$ cat src/rtl/xcore_if_bpu_ctrl_pkg.sv
// Shared constants for the IF-stage next-PC sequencer: opcodes, link registers,
// FSM encodings and the default boot address.
package xcore_if_bpu_ctrl_pkg;

  localparam logic [6:0] OPC_JAL    = 7'b1101111;
  localparam logic [6:0] OPC_JALR   = 7'b1100111;
  localparam logic [6:0] OPC_BRANCH = 7'b1100011;

  localparam logic [4:0] X1 = 5'd1;
  localparam logic [4:0] X5 = 5'd5;

  localparam logic [31:0] RESET_PC_DEF = 32'h8000_0000;

  typedef enum logic [1:0] {
    BOOT   = 2'd0,
    RUN    = 2'd1,
    SQUASH = 2'd2
  } if_state_e;

  // ra (x1) and t0 (x5) are the two link registers of the calling convention.
  function automatic logic is_link(input logic [4:0] r);
    return (r == X1) || (r == X5);
  endfunction

endpackage

$ cat src/rtl/Xcore_if_mdec.sv
// IF predecoder: classifies jal/jalr/branch and extracts register fields and
// sign-extended jump/branch offsets.
module Xcore_if_mdec
  import xcore_if_bpu_ctrl_pkg::*;
#(
  parameter int LEN = 32
) (
  input  logic [LEN-1:0] i_instr,
  output logic           o_is_jal,
  output logic           o_is_jalr,
  output logic           o_is_b,
  output logic [4:0]     o_rd,
  output logic [4:0]     o_rs1,
  output logic [LEN-1:0] o_jal_ofs,
  output logic [LEN-1:0] o_b_ofs
);

  logic [6:0]  opc;
  logic [20:0] j_imm;
  logic [12:0] b_imm;

  assign opc   = i_instr[6:0];
  assign j_imm = {i_instr[31], i_instr[19:12], i_instr[20], i_instr[30:21], 1'b0};
  assign b_imm = {i_instr[31], i_instr[7], i_instr[30:25], i_instr[11:8], 1'b0};

  assign o_is_jal  = (opc == OPC_JAL);
  assign o_is_jalr = (opc == OPC_JALR);
  assign o_is_b    = (opc == OPC_BRANCH);
  assign o_rd      = i_instr[11:7];
  assign o_rs1     = i_instr[19:15];
  assign o_jal_ofs = {{(LEN-21){j_imm[20]}}, j_imm};
  assign o_b_ofs   = {{(LEN-13){b_imm[12]}}, b_imm};

endmodule

$ cat src/rtl/xcore_if_ras.sv
// Circular return-address stack: push, pop, or both at once (replace top).
// A push into a full stack overwrites the oldest entry.
module xcore_if_ras #(
  parameter int LEN   = 32,
  parameter int DEPTH = 4
) (
  input  logic           i_clk,
  input  logic           i_rst_n,
  input  logic           i_push,
  input  logic           i_pop,
  input  logic [LEN-1:0] i_push_data,
  output logic [LEN-1:0] o_top,
  output logic           o_empty,
  output logic           o_full
);

  localparam int PW = $clog2(DEPTH);
  localparam int CW = $clog2(DEPTH + 1);
  localparam logic [CW-1:0] CNT_MAX = CW'(DEPTH);

  logic [LEN-1:0] mem_q [DEPTH];
  logic [PW-1:0]  tp_q, tp_d;
  logic [CW-1:0]  cnt_q, cnt_d;
  logic           wr_en;
  logic [PW-1:0]  wr_idx;

  always_comb begin
    tp_d   = tp_q;
    cnt_d  = cnt_q;
    wr_en  = 1'b0;
    wr_idx = tp_q;
    if (i_push && i_pop && !o_empty) begin
      wr_en = 1'b1;
    end else if (i_push) begin
      tp_d   = tp_q + 1'b1;
      wr_idx = tp_q + 1'b1;
      wr_en  = 1'b1;
      if (!o_full) cnt_d = cnt_q + 1'b1;
    end else if (i_pop && !o_empty) begin
      tp_d  = tp_q - 1'b1;
      cnt_d = cnt_q - 1'b1;
    end
  end

  always_ff @(posedge i_clk) begin
    if (!i_rst_n) begin
      tp_q  <= '0;
      cnt_q <= '0;
    end else begin
      tp_q  <= tp_d;
      cnt_q <= cnt_d;
    end
  end

  // Entry storage carries no reset; occupancy is tracked by cnt_q alone.
  always_ff @(posedge i_clk) begin
    if (i_rst_n && wr_en) mem_q[wr_idx] <= i_push_data;
  end

  assign o_top   = mem_q[tp_q];
  assign o_empty = (cnt_q == '0);
  assign o_full  = (cnt_q == CNT_MAX);

endmodule

$ cat src/rtl/xcore_if_bpu_ctrl.sv
// IF-stage next-PC sequencer with static prediction: jal taken, backward
// branches taken, returns predicted from the RAS; EX redirects override all.
module xcore_if_bpu_ctrl
  import xcore_if_bpu_ctrl_pkg::*;
#(
  parameter int             LEN       = 32,
  parameter logic [LEN-1:0] RESET_PC  = LEN'(RESET_PC_DEF),
  parameter int             RAS_DEPTH = 4
) (
  input  logic           i_clk,
  input  logic           i_rst_n,
  input  logic           i_if_stall,
  input  logic           i_ex_redirect,
  input  logic [LEN-1:0] i_ex_redirect_pc,
  input  logic [LEN-1:0] i_pref_instr,
  output logic [LEN-1:0] o_pc,
  output logic           o_pc_instr_vld,
  output logic [LEN-1:0] o_dec_pc,
  output logic           o_bpu_taken,
  output logic [LEN-1:0] o_bpu_target,
  output logic           o_ras_empty
);

  logic [LEN-1:0] pc_q, pc_d;
  logic [LEN-1:0] dec_pc_q, dec_pc_d;
  if_state_e      state_q, state_d;

  logic           is_jal, is_jalr, is_b, is_ret;
  logic [4:0]     rd, rs1;
  logic [LEN-1:0] jal_ofs, b_ofs;
  logic           instr_vld, bpu_taken, upd;
  logic [LEN-1:0] bpu_target;
  logic           ras_push, ras_pop, ras_empty, unused_ras_full;
  logic [LEN-1:0] ras_top;

  Xcore_if_mdec #(.LEN(LEN)) u_mdec (
    .i_instr   (i_pref_instr),
    .o_is_jal  (is_jal),
    .o_is_jalr (is_jalr),
    .o_is_b    (is_b),
    .o_rd      (rd),
    .o_rs1     (rs1),
    .o_jal_ofs (jal_ofs),
    .o_b_ofs   (b_ofs)
  );

  xcore_if_ras #(.LEN(LEN), .DEPTH(RAS_DEPTH)) u_ras (
    .i_clk       (i_clk),
    .i_rst_n     (i_rst_n),
    .i_push      (ras_push),
    .i_pop       (ras_pop),
    .i_push_data (dec_pc_q + LEN'(4)),
    .o_top       (ras_top),
    .o_empty     (ras_empty),
    .o_full      (unused_ras_full)
  );

  always_comb begin
    instr_vld = (state_q == RUN) && !i_if_stall;
    is_ret    = is_jalr && is_link(rs1) && (rs1 != rd);
    bpu_taken = instr_vld && (is_jal || (is_b && b_ofs[LEN-1]) || (is_ret && !ras_empty));
    if (is_jal)    bpu_target = dec_pc_q + jal_ofs;
    else if (is_b) bpu_target = dec_pc_q + b_ofs;
    else           bpu_target = ras_top;
    // Wrong-path pushes/pops are tolerated; only redirect-cycle updates are blocked.
    upd      = instr_vld && !i_ex_redirect;
    ras_push = upd && (is_jal || is_jalr) && is_link(rd);
    ras_pop  = upd && is_jalr && is_link(rs1) && !(is_link(rd) && (rs1 == rd));
  end

  always_comb begin
    pc_d     = pc_q;
    dec_pc_d = dec_pc_q;
    state_d  = state_q;
    if (i_ex_redirect) begin
      pc_d    = i_ex_redirect_pc;
      state_d = SQUASH;
      if (!i_if_stall) dec_pc_d = pc_q;
    end else if (!i_if_stall) begin
      dec_pc_d = pc_q;
      if (bpu_taken) begin
        pc_d    = bpu_target;
        state_d = SQUASH;
      end else begin
        pc_d    = pc_q + LEN'(4);
        state_d = RUN;
      end
    end
  end

  always_ff @(posedge i_clk) begin
    if (!i_rst_n) begin
      pc_q     <= RESET_PC;
      dec_pc_q <= RESET_PC;
      state_q  <= BOOT;
    end else begin
      pc_q     <= pc_d;
      dec_pc_q <= dec_pc_d;
      state_q  <= state_d;
    end
  end

  assign o_pc           = pc_q;
  assign o_dec_pc       = dec_pc_q;
  assign o_pc_instr_vld = instr_vld;
  assign o_bpu_taken    = bpu_taken;
  assign o_bpu_target   = bpu_target;
  assign o_ras_empty    = ras_empty;

endmodule
$ cat config.mk
export PLATFORM = sky130hd
export DESIGN_NAME = xcore_if_bpu_ctrl
export DESIGN_NICKNAME = d
export VERILOG_FILES = /design/src/rtl/xcore_if_bpu_ctrl_pkg.sv /design/src/rtl/Xcore_if_mdec.sv /design/src/rtl/xcore_if_ras.sv /design/src/rtl/xcore_if_bpu_ctrl.sv
export SDC_FILE = /design/constraint.sdc
export NUM_CORES = 1
export LEC_CHECK = 0
export CAP_MARGIN = 20
export CORE_MARGIN = 2
export CORE_UTILIZATION = 50
export CTS_CLUSTER_DIAMETER = 50
export DETAILED_ROUTE_END_ITERATION = 8
export PLACE_DENSITY = 0.73
export REMOVE_ABC_BUFFERS = 1
export SETUP_SLACK_MARGIN = 0.15
export SKIP_CTS_REPAIR_TIMING = 1
export SYNTH_ARGS = -nofsm -noshare
export SYNTH_HDL_FRONTEND = slang
export SYNTH_SLANG_ARGS = --single-unit
$ cat constraint.sdc
create_clock -name i_clk -period 8.8 [get_ports i_clk]
set_input_delay 1.32 -clock i_clk [delete_from_list [all_inputs] [get_ports i_clk]]
set_output_delay 1.32 -clock i_clk [all_outputs]
set_load 0.05 [all_outputs]
-- Word level (Yosys, flattened, before mapping)
Memories as Yosys holds them, arrays and structs flattened. A register that Yosys moved wholly into a read port is not among the register bits.
Index checks and enable logic that the tools add are counted.
- equal/unequal tests: 13
- add/subtract/negate cells: 8
- reduce and logical (&&, ||, !) cells: 31
- mux-type cells: 21
- bitwise logic cells: 2
- operators with widths (operator ; count):
    32-bit two-way mux ; 5
    32-bit by 3-bit adder with 32-bit output (second input constant) ; 2
    32-bit adder ; 2
    7-bit == test (second input constant) ; 3
    2-bit two-way mux ; 9
    1-bit logical AND ; 17
    5-bit by 1-bit == test with 1-bit output (second input constant) ; 2
    5-bit by 3-bit == test with 1-bit output (second input constant) ; 2
    3-bit two-way mux ; 3
    5-bit == test ; 1
    1-bit logical OR ; 5
    5-bit inequality test ; 1
    1-bit logical NOT ; 4
    1-bit two-way mux ; 4
    3-bit by 1-bit adder with 3-bit output (second input constant) ; 1
    3-bit == test (second input constant) ; 1
    3-bit logical NOT ; 1
    3-bit AND reduction ; 1
    3-bit by 1-bit subtractor with 3-bit output (second input constant) ; 1
    2-bit by 1-bit adder with 2-bit output (second input constant) ; 1
    2-bit by 1-bit == test with 1-bit output (second input constant) ; 1
    2-bit by 1-bit inequality test with 1-bit output (second input constant) ; 1
    2-bit inequality test (second input constant) ; 1
    1-bit NOT ; 2
    other kinds (4) ; 4
- RAM bits: 128
- memories kept: 1
- input bits: 68
- flip-flop bits (word level): 71
- memories (name ; depth ; bits a word ; rd ports ; clocked after memory_dff ; write ports ; RTL line ; text):
    u_ras.mem_q ; 4 ; 32 ; 1 ; 1 ; 1 ; xcore_if_ras.sv:21 ; logic [LEN-1:0] mem_q [DEPTH];

-- Depth between registers and ports, before layout
- depth in word-level cells: 12
- depth in mapped cells: 13

-- Modules after synthesis
From an unflattened synthesis, not the netlist that was laid out.
- cell total of the unflattened synthesis: 1507
- area, all modules: 14360.0 µm²
- by module, submodules not included (module ; area an instance (µm²) ; instances ; cells an instance ; sequential area each (µm²)):
    xcore_if_bpu_ctrl ; 8590.7 ; 1 ; 1187 ; 1321.3
    xcore_if_ras ; 5161.2 ; 1 ; 238 ; 3983.8
    Xcore_if_mdec ; 608.1 ; 1 ; 82 ; 0.0

-- Least setup slack after synthesis
Ideal clock, no wire load.
- path kind: input port to flip-flop
- start point: input port i_if_stall
- end point: memory u_ras.mem_q[1][0] (enable)
- buffers on the path: 2
- setup time: 0.513 ns
- slack: 1.893 ns
- stages on the path: 10
- arrival time: 6.394 ns
- data required time: 8.287 ns
- cell sequence: clkbuf_1 -> inv_1 -> nand3b_1 -> inv_1 -> and4_1 -> clkbuf_1 -> and2_1 -> nand2_1 -> xor2_1 -> nor4b_1
- longest elaborated chain between the ends: 12
- RTL lines (item ; RTL line ; text):
    from (decl) ; xcore_if_bpu_ctrl.sv:12 ; input logic i_if_stall,
    1-bit logical NOT (*) ; - ;
    1-bit logical AND (*) ; xcore_if_bpu_ctrl.sv:59 ; instr_vld = (state_q == RUN) && !i_if_stall;
    net o_pc_instr_vld ; xcore_if_bpu_ctrl.sv:17 ; output logic o_pc_instr_vld,
    1-bit logical AND (*) ; xcore_if_bpu_ctrl.sv:66 ; upd = instr_vld && !i_ex_redirect;
    1-bit logical AND (3 in a row) ; xcore_if_bpu_ctrl.sv:68 ; ras_pop = upd && is_jalr && is_link(rs1) && !(is_link(rd) && (rs1 == rd));
    1-bit logical AND (2 in a row) ; xcore_if_ras.sv:32 ; if (i_push && i_pop && !o_empty) begin
    1-bit two-way mux ; xcore_if_ras.sv:32 ;
    1-bit logical AND ; xcore_if_ras.sv:57 ; if (i_rst_n && wr_en) mem_q[wr_idx] <= i_push_data;
    1-bit two-way mux ; xcore_if_ras.sv:57 ;
    1-bit two-way mux (not written as such) ; xcore_if_ras.sv:57 ;
    to (decl) ; xcore_if_ras.sv:21 ;
The timed path passes the listed nets; every way through them passes the cells marked *.

-- Final worst setup path
- start point: input port i_pref_instr[31]
- end point: output port o_bpu_target[29]
- longest elaborated chain between the ends: 3
- RTL lines (item ; RTL line ; text):
    from (decl) ; xcore_if_bpu_ctrl.sv:15 ; input logic [LEN-1:0] i_pref_instr,
    32-bit adder ; xcore_if_bpu_ctrl.sv:63 ; else if (is_b) bpu_target = dec_pc_q + b_ofs;
    32-bit two-way mux ; xcore_if_bpu_ctrl.sv:63 ;
    32-bit two-way mux (*) ; xcore_if_bpu_ctrl.sv:62 ; if (is_jal) bpu_target = dec_pc_q + jal_ofs;
    to (decl) ; xcore_if_bpu_ctrl.sv:20 ; output logic [LEN-1:0] o_bpu_target,
Mark *: on every way between the ends. The rest lies on a longest branch, timed or not.

==> impl_metrics.sql <==
INSERT INTO impl_metrics (metric_group, metric, value, unit) VALUES
('layout', 'final_layout_size_suffix_gt1_share', '8.491', '%'),
('routing', 'vias', '11750', ''),
('grt', 'grt_pass1_vias', '10860', ''),
('clock_network', 'clkSinkCount', '201', ''),
('synthesis', 'asyncSetResetFlopFracSynth', '0', '%'),
('floorplan', 'die_height', '164.7', 'um'),
('layout', 'layout_common_cells', '165 x clkdlybuf4s50_1, 141 x nor2_1, 128 x edfxtp_1', ''),
('clock_network', 'tritoncts_clock_tree', 'built', ''),
('layout', 'final_nets', '1589', ''),
('critical_path', 'critical_path.top_delay_family', 'buffers and inverters', ''),
('clock_network', 'cts_max_path_buffers', '3', ''),
('timing', 'max_freq', '139.4', 'MHz'),
('clock_network', 'worst_setup_hold_path_clk_slew', '0.06', 'ns'),
('routing', 'post-route-drc-count', '0', ''),
('synthesis', 'yosysSeqAreaShare', '41.09', '%'),
('critical_path', 'timing.critical_path.from_type', 'primary input', ''),
('layout', 'most_common_cell_after_layout_fill_and_taps_aside', 'clkdlybuf4s50_1', ''),
('synthesis', 'yosys.cell_types.count', '84', ''),
('synthesis', 'synth-seq-cells', '201', ''),
('routing', 'avgRoutedWirePerCell', '24.54', 'um'),
('synthesis', 'synthesis.yosys.warnings', '0', ''),
('timing', 'worst_slew_pin_slew', '1.051', 'ns'),
('critical_path', 'critPathCaptureType', 'output port', ''),
('routing', 'avg_vias_per_cell', '6.480', ''),
('clock_network', 'cts-htree-levels', '1', ''),
('place', 'pre_cts_slack', '1.652', 'ns'),
('critical_path', 'critPathArrivalTime', '5.85', 'ns'),
('run_status', 'outcome', 'completed', ''),
('synthesis', 'synth_flop_cell', 'edfxtp_1', ''),
('floorplan', 'floorplan.core_area', '25250', 'um2'),
('timing', 'timing.final.ws_setup', '1.626', 'ns'),
('timing', 'final_period_minus_worst_setup_slack', '7.174', 'ns'),
('clock_network', 'worstSkewPairLatency', '0.49', 'ns'),
('floorplan', 'floorplan.die.width', '164.7', 'um'),
('grt', 'pin_count_of_the_biggest_net_entering_global_routing', '61', ''),
('place', 'port_buffers', '166', ''),
('grt', 'grt_antenna_before_repair', '0', ''),
('floorplan', 'die_area', '27120', 'um2'),
('timing', 'fin_skew', '0.01821', 'ns'),
('timing', 'finalMaxSlewViolations', '0', ''),
('hold_path', 'holdPathStages', '2', ''),
('power_and_ir_drop', 'vdd_drop_max', '0.1829', 'mV'),
('job', 'max_cap_viol_count', '0', ''),
('grt', 'first_pass_grt_wire_length', '65250', 'um'),
('layout', 'diodes', '0', ''),
('critical_path', 'worst_path_max_delay_cell', 'clkdlybuf4s50_1', ''),
('floorplan', 'initial_core_utilization', '51.12', '%'),
('place', 'hpwlAfterDp', '31810', 'um'),
('clock_network', 'ctsRootBufferMaster', 'clkbuf_16', ''),
('floorplan', 'io_pins', '167', ''),
('critical_path', 'worst_r2r_endpoint', 'o_pc[21]', ''),
('timing', 'post-route-period-util', '81.52', '%'),
('critical_path', 'worstRegToRegCells', '10', ''),
('synthesis', 'synth_cells', '1347', ''),
('critical_path', 'critPathMaxFanout', '22', ''),
('hold_path', 'holdPathEnd', 'o_pc[1]', ''),
('timing', 'setup-violations-final', '0', ''),
('place', 'finalWeightedCongestion', '0.9575', ''),
('critical_path', 'cp_cell_sequence', 'clkdlybuf4s50_1 -> ha_1 -> a21o_1 -> a21o_1 -> a2111oi_0 -> a211oi_1 -> mux2i_1 -> o22ai_1 -> a211oi_1 -> clkdlybuf4s50_1', ''),
('routing', 'number_of_iterations_in_the_first_detailed_routing_pass', '6', ''),
('hold_path', 'min-delay-start', 'o_pc[1]', ''),
('routing', 'first_iter_violations', '1497', ''),
('synthesis', 'synth_enable_flop_cells', '128', ''),
('hold_path', 'hold_path_class', 'reg2reg', ''),
('timing', 'final-hold-violation-count', '0', ''),
('timing', 'finalSetupTns', '0', 'ns'),
('floorplan', 'placementRows', '58', ''),
('timing', 'rsz_0062_raised_after_global_routing', 'false', ''),
('timing', 'max-slew-margin-rel', '29.42', '%'),
('grt', 'globalRouteOverflowTotal', '0', ''),
('critical_path', 'r2r-start', 'u_ras.cnt_q[0]', '');
-- sequential cells by signal, indices dropped and copies added (netlist names), named ones only --
signal       count
o_pc            32
u_ras.cnt_q      3
u_ras.mem_q    128
u_ras.tp_q       2
o_dec_pc        32
state_q          2
-- kinds of logic (layout without fill, tap and decap cells) --
kind of cell	after synthesis	in the layout	share of synthesized area, %
simple gates	463	463	17.13
fa+ha+maj	50	50	5.020
flops	201	201	41.09
xor+xnor	70	70	4.749
compound gates	368	368	18.87
mux	78	78	9.178
buf+inv	117	254	3.964
-- cell type report --
type | instances | area (um2)
clock buffers | 22 | 529.3
clock inverters | 13 | 175.2
fillers | 2152 | 9753
inverters | 32 | 120.1
multi-input cells | 1029 | 7123
flip-flops and latches | 201 | 5306
well taps | 330 | 412.9
repair buffers | 187 | 1834
-- routing by layer --
| metal | vias to the layer above | global-route usage (%) | wire, um |
|---|---|---|---|
| li1 | 5361 | - | - |
| met1 | 5609 | 46.00 | 18500 |
| met2 | 695 | 49.37 | 19590 |
| met3 | 89 | 7.509 | 5265 |
| met4 | 0 | 8.261 | 1155 |
| met5 | - | 0 | 0 |
-- tightest hold or removal path, cell delays in order (launching register included) --
cell,delay (ns)
dfxtp_1,0.32
nand2_1,0.06
a311oi_1,0.08
-- metrics by stage --
stage / hold WS [ns] / total power [W] / area, um2 / util, % / std cells
final: 0.5053 / 0.002354 / 15500 / 61.38 / 1814
after global routing: 0.5337 / 0.002419 / 15500 / 61.38 / 1814
after CTS: 0.5039 / 0.002350 / 15470 / 61.27 / 1813
after detailed placement: 0.4859 / 0.001448 / 14770 / 58.48 / 1778
after global placement: 0.4786 / 0.001446 / 14770 / 58.48 / 1778
after floorplan: 0.4686 / 0.001294 / 12520 / - / 1262
-- how the worst max path moves through the flow --
stage	end	start	cells after the start
6_report	o_bpu_target[29]	i_pref_instr[31]	10
5_1_grt	o_bpu_target[31]	i_pref_instr[31]	10
4_1_cts	o_bpu_target[29]	i_pref_instr[31]	10
3_5_place_dp	o_bpu_target[29]	i_pref_instr[31]	10
3_3_place_gp	o_bpu_target[29]	i_pref_instr[31]	10
2_1_floorplan	u_ras.mem_q[1][0]	i_if_stall	8
-- synthesized netlist by cell type (24+ instances only) --
master      n  area [um2]
edfxtp_1  128        3844
mux4_2     32       720.7
xnor2_1    51       446.7
and3_1     30       187.7
nor2_1    142       533.0
dfxtp_1    73        1461
a21o_1     24       180.2
nand3_1    39       195.2
nand4_1    29       181.4
nand2_1   118       442.9
a21oi_1   100       500.5
o21ai_0    75       375.4
inv_1      30       112.6
ha_1       47       588.1
clkbuf_1   51       191.4
nor3_1     36       180.2
mux2i_1    43       430.4
-- report_power, final --
| part | internal [W] | switching [W] |
|---|---|---|
| Sequential | 0.00101 | 0.0000373 |
| Combinational | 0.000144 | 0.000243 |
| Clock | 0.000553 | 0.000363 |
| Total | 0.00171 | 0.000643 |
(Power assumes the default switching activity.)
